**src/rtl/p23_spi_target.sv**
```systemverilog
// SPI mode-3 target exposing a byte register bank, plus a local valid/ready port.
// Define SPI_TARGET_IRQ_EN to pulse irq at the end of any write frame that committed data.
module p23_spi_target #(
  parameter int          ADDR_W      = 4,
  parameter int          SYNC_STAGES = 2,
  parameter logic [7:0]  RESET_VAL   = 8'h00
) (
  input  logic              clk,
  input  logic              rst,
  input  logic              cen,
  input  logic              sclk,
  input  logic              mosi,
  output logic              miso,
  output logic              miso_oe,
  input  logic              valid,
  output logic              ready,
  input  logic              wstrb,
  input  logic [ADDR_W-1:0] addr,
  input  logic [7:0]        wdata,
  output logic [7:0]        rdata,
  output logic              irq
);

  localparam int DEPTH = 1 << ADDR_W;

  typedef enum logic [1:0] {IDLE, CMD, WR, RD} state_t;

  // Bit 0 is the newest sample; the top bit is the synchronised value.
  logic [SYNC_STAGES-1:0] cen_q, sclk_q, mosi_q;

  always_ff @(posedge clk or posedge rst) begin
    if (rst) begin
      cen_q  <= '1;
      sclk_q <= '1;
      mosi_q <= '0;
    end else begin
      cen_q  <= {cen_q[SYNC_STAGES-2:0], cen};
      sclk_q <= {sclk_q[SYNC_STAGES-2:0], sclk};
      mosi_q <= {mosi_q[SYNC_STAGES-2:0], mosi};
    end
  end

  logic cen_s, mosi_s, sclk_rise, sclk_fall;

  assign cen_s     = cen_q[SYNC_STAGES-1];
  assign mosi_s    = mosi_q[SYNC_STAGES-1];
  assign sclk_rise = sclk_q[SYNC_STAGES-2] & ~sclk_q[SYNC_STAGES-1];
  assign sclk_fall = ~sclk_q[SYNC_STAGES-2] & sclk_q[SYNC_STAGES-1];

  state_t            state_q, state_d;
  logic [2:0]        cnt_q, cnt_d;
  logic [7:0]        rx_q, rx_d;
  logic [7:0]        tx_q, tx_d;
  logic [ADDR_W-1:0] ptr_q, ptr_d;
  logic              miso_q, miso_d;
  logic              ready_q, ready_d;
  logic [7:0]        rdata_q, rdata_d;
  logic [7:0]        bank_q [DEPTH];

  logic [7:0]        rx_byte;
  logic              byte_done;
  logic              spi_we;
  logic              loc_go;
  logic [ADDR_W-1:0] cmd_addr;

  assign rx_byte   = {rx_q[6:0], mosi_s};
  assign byte_done = sclk_rise & (cnt_q == 3'd7);
  assign cmd_addr  = rx_byte[ADDR_W-1:0];

  always_comb begin
    state_d = state_q;
    cnt_d   = cnt_q;
    rx_d    = rx_q;
    tx_d    = tx_q;
    ptr_d   = ptr_q;
    miso_d  = miso_q;
    spi_we  = 1'b0;
    case (state_q)
      IDLE: begin
        cnt_d  = 3'd0;
        miso_d = 1'b0;
        if (!cen_s) state_d = CMD;
      end
      default: begin
        if (cen_s) begin
          state_d = IDLE;
          cnt_d   = 3'd0;
          miso_d  = 1'b0;
        end else begin
          if (sclk_rise) begin
            rx_d  = rx_byte;
            cnt_d = cnt_q + 3'd1;
          end
          if (sclk_fall) begin
            miso_d = (state_q == RD) ? tx_q[7] : 1'b0;
            tx_d   = {tx_q[6:0], 1'b0};
          end
          if (byte_done) begin
            case (state_q)
              CMD: begin
                ptr_d = cmd_addr;
                if (rx_byte[7]) begin
                  state_d = WR;
                end else begin
                  state_d = RD;
                  tx_d    = bank_q[cmd_addr];
                  ptr_d   = cmd_addr + 1'b1;
                end
              end
              WR: begin
                spi_we = 1'b1;
                ptr_d  = ptr_q + 1'b1;
              end
              default: begin
                tx_d  = bank_q[ptr_q];
                ptr_d = ptr_q + 1'b1;
              end
            endcase
          end
        end
      end
    endcase
  end

  // A local write colliding with an SPI commit waits one cycle so it lands last.
  assign loc_go  = valid & ~ready_q & ~(wstrb & spi_we);
  assign ready_d = loc_go;

  always_comb begin
    rdata_d = rdata_q;
    if (loc_go && !wstrb) begin
      rdata_d = (spi_we && ptr_q == addr) ? rx_byte : bank_q[addr];
    end
  end

  always_ff @(posedge clk or posedge rst) begin
    if (rst) begin
      state_q <= IDLE;
      cnt_q   <= '0;
      rx_q    <= '0;
      tx_q    <= '0;
      ptr_q   <= '0;
      miso_q  <= 1'b0;
      ready_q <= 1'b0;
      rdata_q <= '0;
    end else begin
      state_q <= state_d;
      cnt_q   <= cnt_d;
      rx_q    <= rx_d;
      tx_q    <= tx_d;
      ptr_q   <= ptr_d;
      miso_q  <= miso_d;
      ready_q <= ready_d;
      rdata_q <= rdata_d;
    end
  end

  always_ff @(posedge clk or posedge rst) begin
    if (rst) begin
      for (int i = 0; i < DEPTH; i++) bank_q[i] <= RESET_VAL;
    end else if (spi_we) begin
      bank_q[ptr_q] <= rx_byte;
    end else if (loc_go && wstrb) begin
      bank_q[addr] <= wdata;
    end
  end

  assign miso    = miso_q;
  assign miso_oe = ~cen_s;
  assign ready   = ready_q;
  assign rdata   = rdata_q;

`ifdef SPI_TARGET_IRQ_EN
  logic wrote_q, irq_q, frame_end;

  assign frame_end = (state_q != IDLE) & cen_s;

  always_ff @(posedge clk or posedge rst) begin
    if (rst) begin
      wrote_q <= 1'b0;
      irq_q   <= 1'b0;
    end else begin
      irq_q <= frame_end & wrote_q;
      if (frame_end)   wrote_q <= 1'b0;
      else if (spi_we) wrote_q <= 1'b1;
    end
  end

  assign irq = irq_q;
`else
  assign irq = 1'b0;
`endif

endmodule
```
**config.mk**
```make
export PLATFORM = sky130hd
export DESIGN_NAME = p23_spi_target
export DESIGN_NICKNAME = d
export VERILOG_FILES = /design/src/rtl/p23_spi_target.sv
export SDC_FILE = /design/constraint.sdc
export NUM_CORES = 1
export LEC_CHECK = 0
export CAP_MARGIN = 20
export CORE_ASPECT_RATIO = 1.2
export CORE_MARGIN = 2
export CORE_UTILIZATION = 58
export CTS_CLUSTER_DIAMETER = 150
export DETAILED_ROUTE_END_ITERATION = 8
export PLACE_DENSITY = 0.83
export SYNTH_ARGS = -nofsm -noshare
export SYNTH_HDL_FRONTEND = slang
export SYNTH_SLANG_ARGS = --single-unit
```
**constraint.sdc**
```tcl
create_clock -name clk -period 16.85 [get_ports clk]
set_input_delay 3.37 -clock clk [delete_from_list [all_inputs] [get_ports clk]]
set_output_delay 3.37 -clock clk [all_outputs]
set_load 0.01 [all_outputs]
```
==> results of run 1 <==
## stage by stage
stage | std cells | total power [W] | hold slack [ns] | area (µm²) | util
after global placement | 1199 | 0.0008305 | 0.3354 | 11850 | 0.6042
after detailed placement | 1199 | 0.0008445 | 0.3468 | 11850 | 0.6042
after CTS | 1231 | 0.001256 | 0.3572 | 12460 | 0.6352
after global routing | 1232 | 0.001308 | 0.3673 | 12480 | 0.6362
final | 1233 | 0.001281 | 0.3569 | 12480 | 0.6364
after floorplan | 983 | 0.0007359 | 0.3312 | 11620 | -
## flip-flops by register name, summed over array words and instances, names as in the netlist
signal,count
bank_q,128
rx_q,7
ptr_q,4
state_q,2
mosi_q,2
rdata,8
miso,1
ready,1
tx_q,8
sclk_q,2
cen_q,2
cnt_q,3
## worst max-delay path by stage
stage / end / startpoint / slack [ns]
final: bank_q[97]$_DFFE_PP0P_ / addr[1] / 11.19
after global routing: bank_q[35]$_DFFE_PP0P_ / addr[3] / 11.14
after CTS: bank_q[35]$_DFFE_PP0P_ / addr[3] / 11.35
after detailed placement: bank_q[35]$_DFFE_PP0P_ / addr[3] / 10.90
after global placement: bank_q[35]$_DFFE_PP0P_ / addr[3] / 10.95
after floorplan: bank_q[0]$_DFFE_PP0P_ / rst / 8.94
## area by class of cell
class,instances,area [µm²],area share
Tap cell,261,326.6,0.02616
Clock buffer,23,457.9,0.03668
Multi-Input combinational cell,720,6913,0.5537
Clock inverter,9,150.1,0.01203
Timing Repair Buffer,40,375.4,0.03007
Antenna cell,1,2.502,0.0002004
Inverter,11,46.29,0.003708
Sequential cell,168,4213,0.3374
## cell usage in the layout, fill, tap and decap left out, types with 5 or more instances in the layout
| master | count |
|---|---|
| dfrtp_1 | 161 |
| mux2_2 | 128 |
| o22ai_1 | 121 |
| mux4_2 | 94 |
| nand2_1 | 66 |
| mux2i_1 | 55 |
| nor2_1 | 32 |
| clkdlybuf4s50_1 | 27 |
| nand3_1 | 22 |
| o21ai_0 | 21 |
| clkbuf_16 | 17 |
| a31oi_1 | 14 |
| nor2b_1 | 11 |
| a21oi_1 | 11 |
| nor3_1 | 11 |
| ha_1 | 11 |
| buf_4 | 10 |
| inv_1 | 9 |
| a211oi_1 | 8 |
| xnor2_1 | 7 |
| and3_1 | 7 |
| a22oi_1 | 7 |
| or3_1 | 7 |
| a221oi_1 | 6 |
| nand2_2 | 6 |
| o21ai_2 | 6 |
| nor2_4 | 5 |
| a31oi_4 | 5 |
| clkbuf_1 | 5 |
## critical path: cells and delay by family
kind / cells / cell delay, ns
simple gates: 2 / 1.18
mux: 1 / 0.39
buf+inv: 1 / 0.85
compound gates: 1 / 0.19
## where the power goes
part / switching (W) / leakage (nW) / total, W / internal (W)
Clock: 0.000170 / 0.291 / 0.000421 / 0.000251
Combinational: 0.000182 / 2.39 / 0.000343 / 0.000160
Sequential: 0.0000691 / 2.16 / 0.000517 / 0.000448
## cells by family (layout without fill, tap and decap cells)
family,Yosys count,count (layout)
AO/OA/AOI/OAI,223,223
XOR/XNOR,8,8
adder cells (fa/ha/maj),11,11
buffers and inverters,95,83
flip-flops,168,168
multiplexers,279,279
other,1,2
AND/OR/NAND/NOR,198,198
## per-layer routing
layer	GRT usage	up-vias	part of all wire
met5	0	-	0
met4	0.2423	0	0.090
met3	0.1579	332	0.15
met2	0.5509	1025	0.44
met1	0.4267	4762	0.32
li1	-	3837	-
==> qor.csv, run 1 <==
metric,value,unit
clock_sinks,168,
die_height,159.0,µm
drv_slew,0,
post-dp-hpwl,25590,µm
insertion_delay,0.46,ns
min_to,cen_q[1]$_DFF_PP1_,
post-route-drc-count,0,
drt_iter0_markers,1502,
finalCriticalPeriod,5.665,ns
hp-class,reg2reg,
syn_area,11620,µm²
ys_ff_latch,168,
die_w,133.2,µm
yosys.cell_types.count,64,
ys_top_cells_by_count,"164 x dfrtp_1, 128 x mux2_2, 121 x o22ai_1, 94 x mux4_2, 66 x nand2_1",
nNetsFinal,988,
rows,56,
dieArea,21180,µm²
avgSynthCellArea,11.82,µm²
core,19620,µm²
wire_per_inst,31.40,µm
drive_above_1_share,0.3141,
synth_most_common_cell,dfrtp_1,
cts_tree,yes,
syn2layout_area_growth,7.475,%
pre_cts_slack,10.90,ns
synth-simple-area-share,0.08994,
hold_depth,0,
cts_buffers,17,
rsz0062_at_grt,no,
ys_warn_count,0,
maxCapViolCount,0,
synth_top_cell_by_area,dfrtp_1,
fin_tns_setup,0,ns
synth_xor_area_frac,0.006032,
clkSlewWorstSetupHoldPaths,0.06,ns
worstReg2RegStart,state_q[1]$_DFFE_PP0P_,
synth_area_leaders,"dfrtp_1 35%, mux4_2 18%, mux2_2 12%, o22ai_1 6.5%, mux2i_1 4.7%",
cts_buffer_depth,2,
r2r_end,bank_q[114]$_DFFE_PP0P_,
start_kind,input port,
start_util,0.5921,
setup_violations,0,
critPathSlowestCell,buf_2,
fill_cells,1431,
synthFlopType,dfrtp_1,
overflow,0,
via_per_inst,8.075,
cts_resized,0,
grt_pass1_vias,9813,
fin_ws,11.19,ns
synth-seq-area-share,0.3623,
arrival,6.00,ns
gp_congestion,1.037,
htree_levels,4,
grt_pass1_wl,58250,µm
r2r_cells,7,
root_buffer,clkbuf_16,
worstPathMaxFanout,41,
antenna_found_initial,2,
status,completed,
cts_setup_buffers,0,
dr.pass1.iters,9,
postCtsHoldBufs,0,
hold_violations,0,
track_usage,0.3660,
slew_headroom,0.2365,
fin_skew,0.01220,ns
grt_max_degree,98,
netlist.area_leader.share,0.3533,
synth.area.mux_share,0.3557,
required,17.18,ns
port-buffer-count,29,
synth_edf_count,0,
total_leakage_power,4.834,nW
ir_drop,0.00007781,V
io_pins,31,
synthAdderAreaFrac,0.01185,
synth_compound_gate_area_share,0.1312,
synth_top_family_by_area,multiplexers,
max_stage_delay,0.85,ns
syn_nets,1013,
routed_wl,38710,µm
hold_path_startpoint,cen_q[0]$_DFF_PP1_,
fmax,176.5,MHz
critical_path.endpoint_type,register,
synthCells,983,
power_density,102.6,nW/µm²
vias,9956,
crit_chain,"buf_2, nand3_1, nor3_1, a31oi_4, mux2_2",
criticalPathCategory,in2reg,
synth_async_sr_flop_share,1.000,
r2r_setup_slack,12.54,ns
tightest_slew,1.145,ns
min_period_over_period,0.3362,
ant_nets,0,
Note: power is estimated with default switching activity, not from simulation.
==> run 2: changes to the inputs <==
==> constraint.sdc (replaced) <==
create_clock -name clk -period 5.25 [get_ports clk]
set_input_delay 1.05 -clock clk [delete_from_list [all_inputs] [get_ports clk]]
set_output_delay 1.05 -clock clk [all_outputs]
set_load 0.01 [all_outputs]
==> run 2 against run 1 <==
- register-to-register slack worse by 11 ns
- setup slack worse by 9.7 ns
- sequential power grew to 3.2 times the previous value
- design area is 0.31% lower
- clock power grew to 3.0 times the previous value
- wire length is 4.8% lower
- sequential share of layout area is 0.11 points higher
==> qor.csv, run 2 (synthesis results as in run 1) <==
metric,value,unit
critPathSlowestCell,and3_2,
htree_levels,4,
tightest_slew,1.099,ns
slew_headroom,0.2672,
start_kind,register,
hp-class,reg2reg,
antenna_found_initial,0,
via_per_inst,7.722,
root_buffer,clkbuf_16,
post-dp-hpwl,25460,µm
clockPowerShare,0.313,
maxCapViolCount,0,
dieArea,21180,µm²
grt_max_degree,169,
die_w,133.2,µm
total_leakage_power,4.816,nW
arrival,4.15,ns
grt_pass1_vias,9265,
cts_setup_buffers,0,
wl_met2,16400,µm
p_sw_frac,0.3372,
port-buffer-count,29,
critical_path.endpoint_type,register,
clock_sinks,168,
cts_tree,yes,
final_cell_mix,"161 x dfrtp_1, 128 x mux2_2, 121 x o22ai_1, 94 x mux4_2, 66 x nand2_1",
mostFrequentLayoutCell,dfrtp_1,
cts_resized,0,
min_period_over_period,0.7164,
insertion_delay,0.46,ns
rsz0062_at_grt,no,
critPathTopFamily,simple AND/OR/NAND/NOR gates,
fin_skew,0.01452,ns
finalCriticalPeriod,3.761,ns
ir_drop,0.0002285,V
routed_wl,36840,µm
cts_buffer_depth,2,
postCtsHoldBufs,0,
die_height,159.0,µm
drt-met1-wl,12920,µm
wire_per_inst,29.91,µm
hold_violations,0,
largest-register,bank_q,
fin_tns_setup,0,ns
crit_chain,"inv_1, ha_1, nor4b_4, and3_2, nand2_1, o22ai_1, mux2_2",
fmax,265.9,MHz
power.share.combinational,0.272,
drv_slew,0,
grt_pass1_wl,56980,µm
criticalPathCategory,reg2reg,
rows,56,
overflow,0,
syn2layout_area_growth,7.141,%
setup_violations,0,
highest_layer,met4,
power_density,319.7,nW/µm²
track_usage,0.3548,
drt_iter0_markers,1647,
nNetsFinal,988,
internal_power,0.002637,W
gp_congestion,1.046,
seqPwrFrac,0.415,
p_switching,0.001342,W
largest_reg_flops,128,
status,completed,
finish.utilization,0.6344,
diodes,0,
core,19620,µm²
wl_met3,4501,µm
p_total,0.003979,W
io_pins,31,
worstPathMaxFanout,38,
clkSlewWorstSetupHoldPaths,0.07,ns
start_util,0.5921,
vias,9514,
drive_above_1_share,0.3182,
cts_buffers,17,
required,5.64,ns
ant_nets,0,
crit_buf_inv,1,
post-route-drc-count,0,
max_stage_delay,0.95,ns
dr.pass1.iters,6,
run 2: cell type report:
type,count,area [µm²]
multi-input combinational,720,6913
clock inverter,12,116.4
inverter,11,45.04
sequential,168,4213
fill,1482,7173
tap,261,326.6
timing repair buffer,40,375.4
clock buffer,20,456.7
run 2: worst reg2reg max path, cell delays in order, from the launching register on:
cell,delay [ns]
dfrtp_1,0.39
inv_1,0.09
ha_1,0.30
nor4b_4,0.72
and3_2,0.95
nand2_1,0.67
o22ai_1,0.37
mux2_2,0.20
run 2: final timing paths:
kind	from	endpoint	slack, ns	cells past startpoint
max in group asynchronous	rst	bank_q[108]$_DFFE_PP0P_	3.23	3
min in group asynchronous	rst	rdata[3]$_DFFE_PP0P_	1.09	3
worst min register to register	mosi_q[0]$_DFF_PP0_	mosi_q[1]$_DFF_PP0_	0.36	0
worst max register to register	state_q[0]$_DFFE_PP0P_	bank_q[116]$_DFFE_PP0P_	1.49	7
worst min-delay path	mosi_q[0]$_DFF_PP0_	mosi_q[1]$_DFF_PP0_	0.36	0
worst max-delay path	state_q[0]$_DFFE_PP0P_	bank_q[116]$_DFFE_PP0P_	1.49	7
run 2: metrics by stage:
step,setup slack (ns),hold WS (ns),area (µm²),cells
global placement,1.524,0.3392,11870,1200
global route,1.334,0.3645,12450,1232
finish,1.489,0.3552,12450,1232
floorplan,2.063,0.3312,11620,983
detailed placement,1.435,0.3457,11870,1200
CTS,1.603,0.3579,12450,1232
run 2: power groups by stage:
stage | Sequential (W) | Clock (W) | Combinational, W
CTS | 0.00163 | 0.00124 | 0.00105
floorplan | 0.00156 | 0 | 0.000805
global route | 0.00166 | 0.00130 | 0.00114
detailed placement | 0.00166 | 0 | 0.00104
global placement | 0.00164 | 0 | 0.00102
finish | 0.00165 | 0.00125 | 0.00108
run 2: metal layers:
layer / global-route usage / up-vias
met5: 0 / -
met4: 0.2345 / 0
met3: 0.1057 / 218
met2: 0.5266 / 810
met1: 0.4524 / 4656
li1: - / 3830
==> run 3: changes to the inputs <==
--- a/config.mk
+++ b/config.mk
@@ -8,10 +8,10 @@
 export CAP_MARGIN = 20
 export CORE_ASPECT_RATIO = 1.2
 export CORE_MARGIN = 2
-export CORE_UTILIZATION = 58
+export CORE_UTILIZATION = 57
 export CTS_CLUSTER_DIAMETER = 150
 export DETAILED_ROUTE_END_ITERATION = 8
-export PLACE_DENSITY = 0.83
+export PLACE_DENSITY = 0.84
 export SYNTH_ARGS = -nofsm -noshare
 export SYNTH_HDL_FRONTEND = slang
 export SYNTH_SLANG_ARGS = --single-unit
==> constraint.sdc (replaced) <==
create_clock -name clk -period 3.1 [get_ports clk]
set_input_delay 0.62 -clock clk [delete_from_list [all_inputs] [get_ports clk]]
set_output_delay 0.62 -clock clk [all_outputs]
set_load 0.01 [all_outputs]
==> run 3 against run 2 <==
- via count up 3.2%
- die area is 1.7% higher
- hold slack improved by 0.0047 ns
- global-route usage increased by 1.6 points
- maximum frequency up 27%
- critical path depth up 1
- critical path type unchanged
- non-clock buffer count rose by 45
- sequential share of layout area shrank 1.2 points
- combinational power rose by 73%
==> qor.csv, run 3 (synthesis results as in run 1) <==
metric,value,unit
total_leakage_power,5.081,nW
grt_busiest_layer,met2,
met2_usage,0.5747,
slew_headroom,0.4217,
fill_cells,1526,
mostFrequentLayoutCell,dfrtp_1,
criticalPathCategory,reg2reg,
fin_tns_setup,0,ns
dp_cells,1249,
fmax,338.2,MHz
critical_path.endpoint_type,register,
cts_tree,yes,
grt_max_degree,47,
syn2layout_area_growth,11.17,%
rows,57,
holdWs,0.3599,ns
use_met1,0.4531,
fin_skew,0.006951,ns
largest-register,bank_q,
final_cell_mix,"161 x dfrtp_1, 128 x mux2_2, 121 x o22ai_1, 94 x mux4_2, 66 x nand2_1",
post-route-drc-count,0,
antenna_found_initial,2,
via_per_inst,7.649,
dr.pass1.iters,5,
finalCriticalPeriod,2.957,ns
dieArea,21540,µm²
maxCapViolCount,0,
grt_pass1_wl,59520,µm
port-buffer-count,29,
critPathSlowestCell,nand2_1,
tightest_slew,0.8558,ns
crit_chain,"inv_1, ha_1, nor4b_4, and3_2, buf_4, nand2_1, o22ai_1, mux2_2",
multi_input_area,6913,µm²
arrival,3.35,ns
rsz0062_at_grt,no,
track_usage,0.3708,
gp_congestion,1.033,
post-dp-hpwl,27460,µm
vias,9814,
ir_drop,0.0004036,V
clock_sinks,168,
postCtsHoldBufs,0,
drive_above_1_share,0.3494,
drv_slew,0,
cts_setup_buffers,0,
die_w,134.3,µm
setup_violations,0,
htree_levels,4,
max_stage_delay,0.45,ns
die_height,160.4,µm
required,3.49,ns
regArea,4213,µm²
ant_nets,0,
start_util,0.5776,
cts_resized,0,
worstPathMaxFanout,15,
wire_per_inst,30.27,µm
status,completed,
overflow,0,
cts_buffers,17,
met3_usage,0.1162,
nNetsFinal,1033,
insertion_delay,0.45,ns
layoutNonFillerInstCount,1283,
min_period_over_period,0.9539,
clkSlewWorstSetupHoldPaths,0.07,ns
drt_iter0_markers,1387,
start_kind,register,
power_density,542.5,nW/µm²
core,20110,µm²
io_pins,31,
largest_reg_flops,128,
cts_buffer_depth,2,
hp-class,reg2reg,
routed_wl,38830,µm
grt_pass1_vias,9720,
hold_violations,0,
root_buffer,clkbuf_16,
## run 3: power breakdown
part	internal, W	total, W	switching [W]
clock	0.00125	0.00227	0.00103
combinational	0.000929	0.00187	0.000943
sequential	0.00243	0.00286	0.000427
## run 3: worst paths after layout
| path | cells past startpoint | to | slack [ns] | startpoint |
|---|---|---|---|---|
| setup / recovery | 8 | bank_q[92]$_DFFE_PP0P_ | 0.14 | state_q[1]$_DFFE_PP0P_ |
| hold / removal | 0 | mosi_q[1]$_DFF_PP0_ | 0.36 | mosi_q[0]$_DFF_PP0_ |
| setup reg to reg | 8 | bank_q[92]$_DFFE_PP0P_ | 0.14 | state_q[1]$_DFFE_PP0P_ |
| hold reg to reg | 0 | mosi_q[1]$_DFF_PP0_ | 0.36 | mosi_q[0]$_DFF_PP0_ |
| max in group asynchronous | 3 | bank_q[95]$_DFFE_PP0P_ | 1.73 | rst |
| min in group asynchronous | 2 | rdata[5]$_DFFE_PP0P_ | 0.63 | rst |
## run 3: cell type report
| cell class | instances | share of cell area |
|---|---|---|
| sequential | 168 | 0.3262 |
| tap | 265 | 0.02568 |
| inverter | 11 | 0.003488 |
| timing repair buffer | 85 | 0.06104 |
| clock inverter | 14 | 0.01386 |
| multi-input combinational | 720 | 0.5353 |
| clock buffer | 18 | 0.03401 |
| antenna | 2 | 0.0003876 |
## run 3: stage by stage
step | worst slack (ns) | total power [W] | utilization | area, µm²
2_1_floorplan | 0.3425 | 0.004001 | - | 11620
3_3_place_gp | 0.3161 | 0.004626 | 0.6111 | 12290
3_5_place_dp | 0.2195 | 0.004673 | 0.6111 | 12290
4_1_cts | 0.2316 | 0.006912 | 0.6418 | 12910
5_1_grt | 0.02097 | 0.007191 | 0.6418 | 12910
6_report | 0.1428 | 0.007006 | 0.6421 | 12910
## run 3: worst max-delay path: cells and delay by family (launching register included)
kind / cells / cell delay (ns)
compound gates: 1 / 0.38
fa+ha+maj: 1 / 0.29
buf+inv: 2 / 0.38
flops: 1 / 0.41
mux: 1 / 0.20
simple gates: 3 / 1.23
## run 3: routing by layer
| layer | part of all wire | up-vias |
|---|---|---|
| met5 | 0 | - |
| met4 | 0.082 | 0 |
| met3 | 0.13 | 229 |
| met2 | 0.46 | 832 |
| met1 | 0.33 | 4827 |
| li1 | - | 3926 |
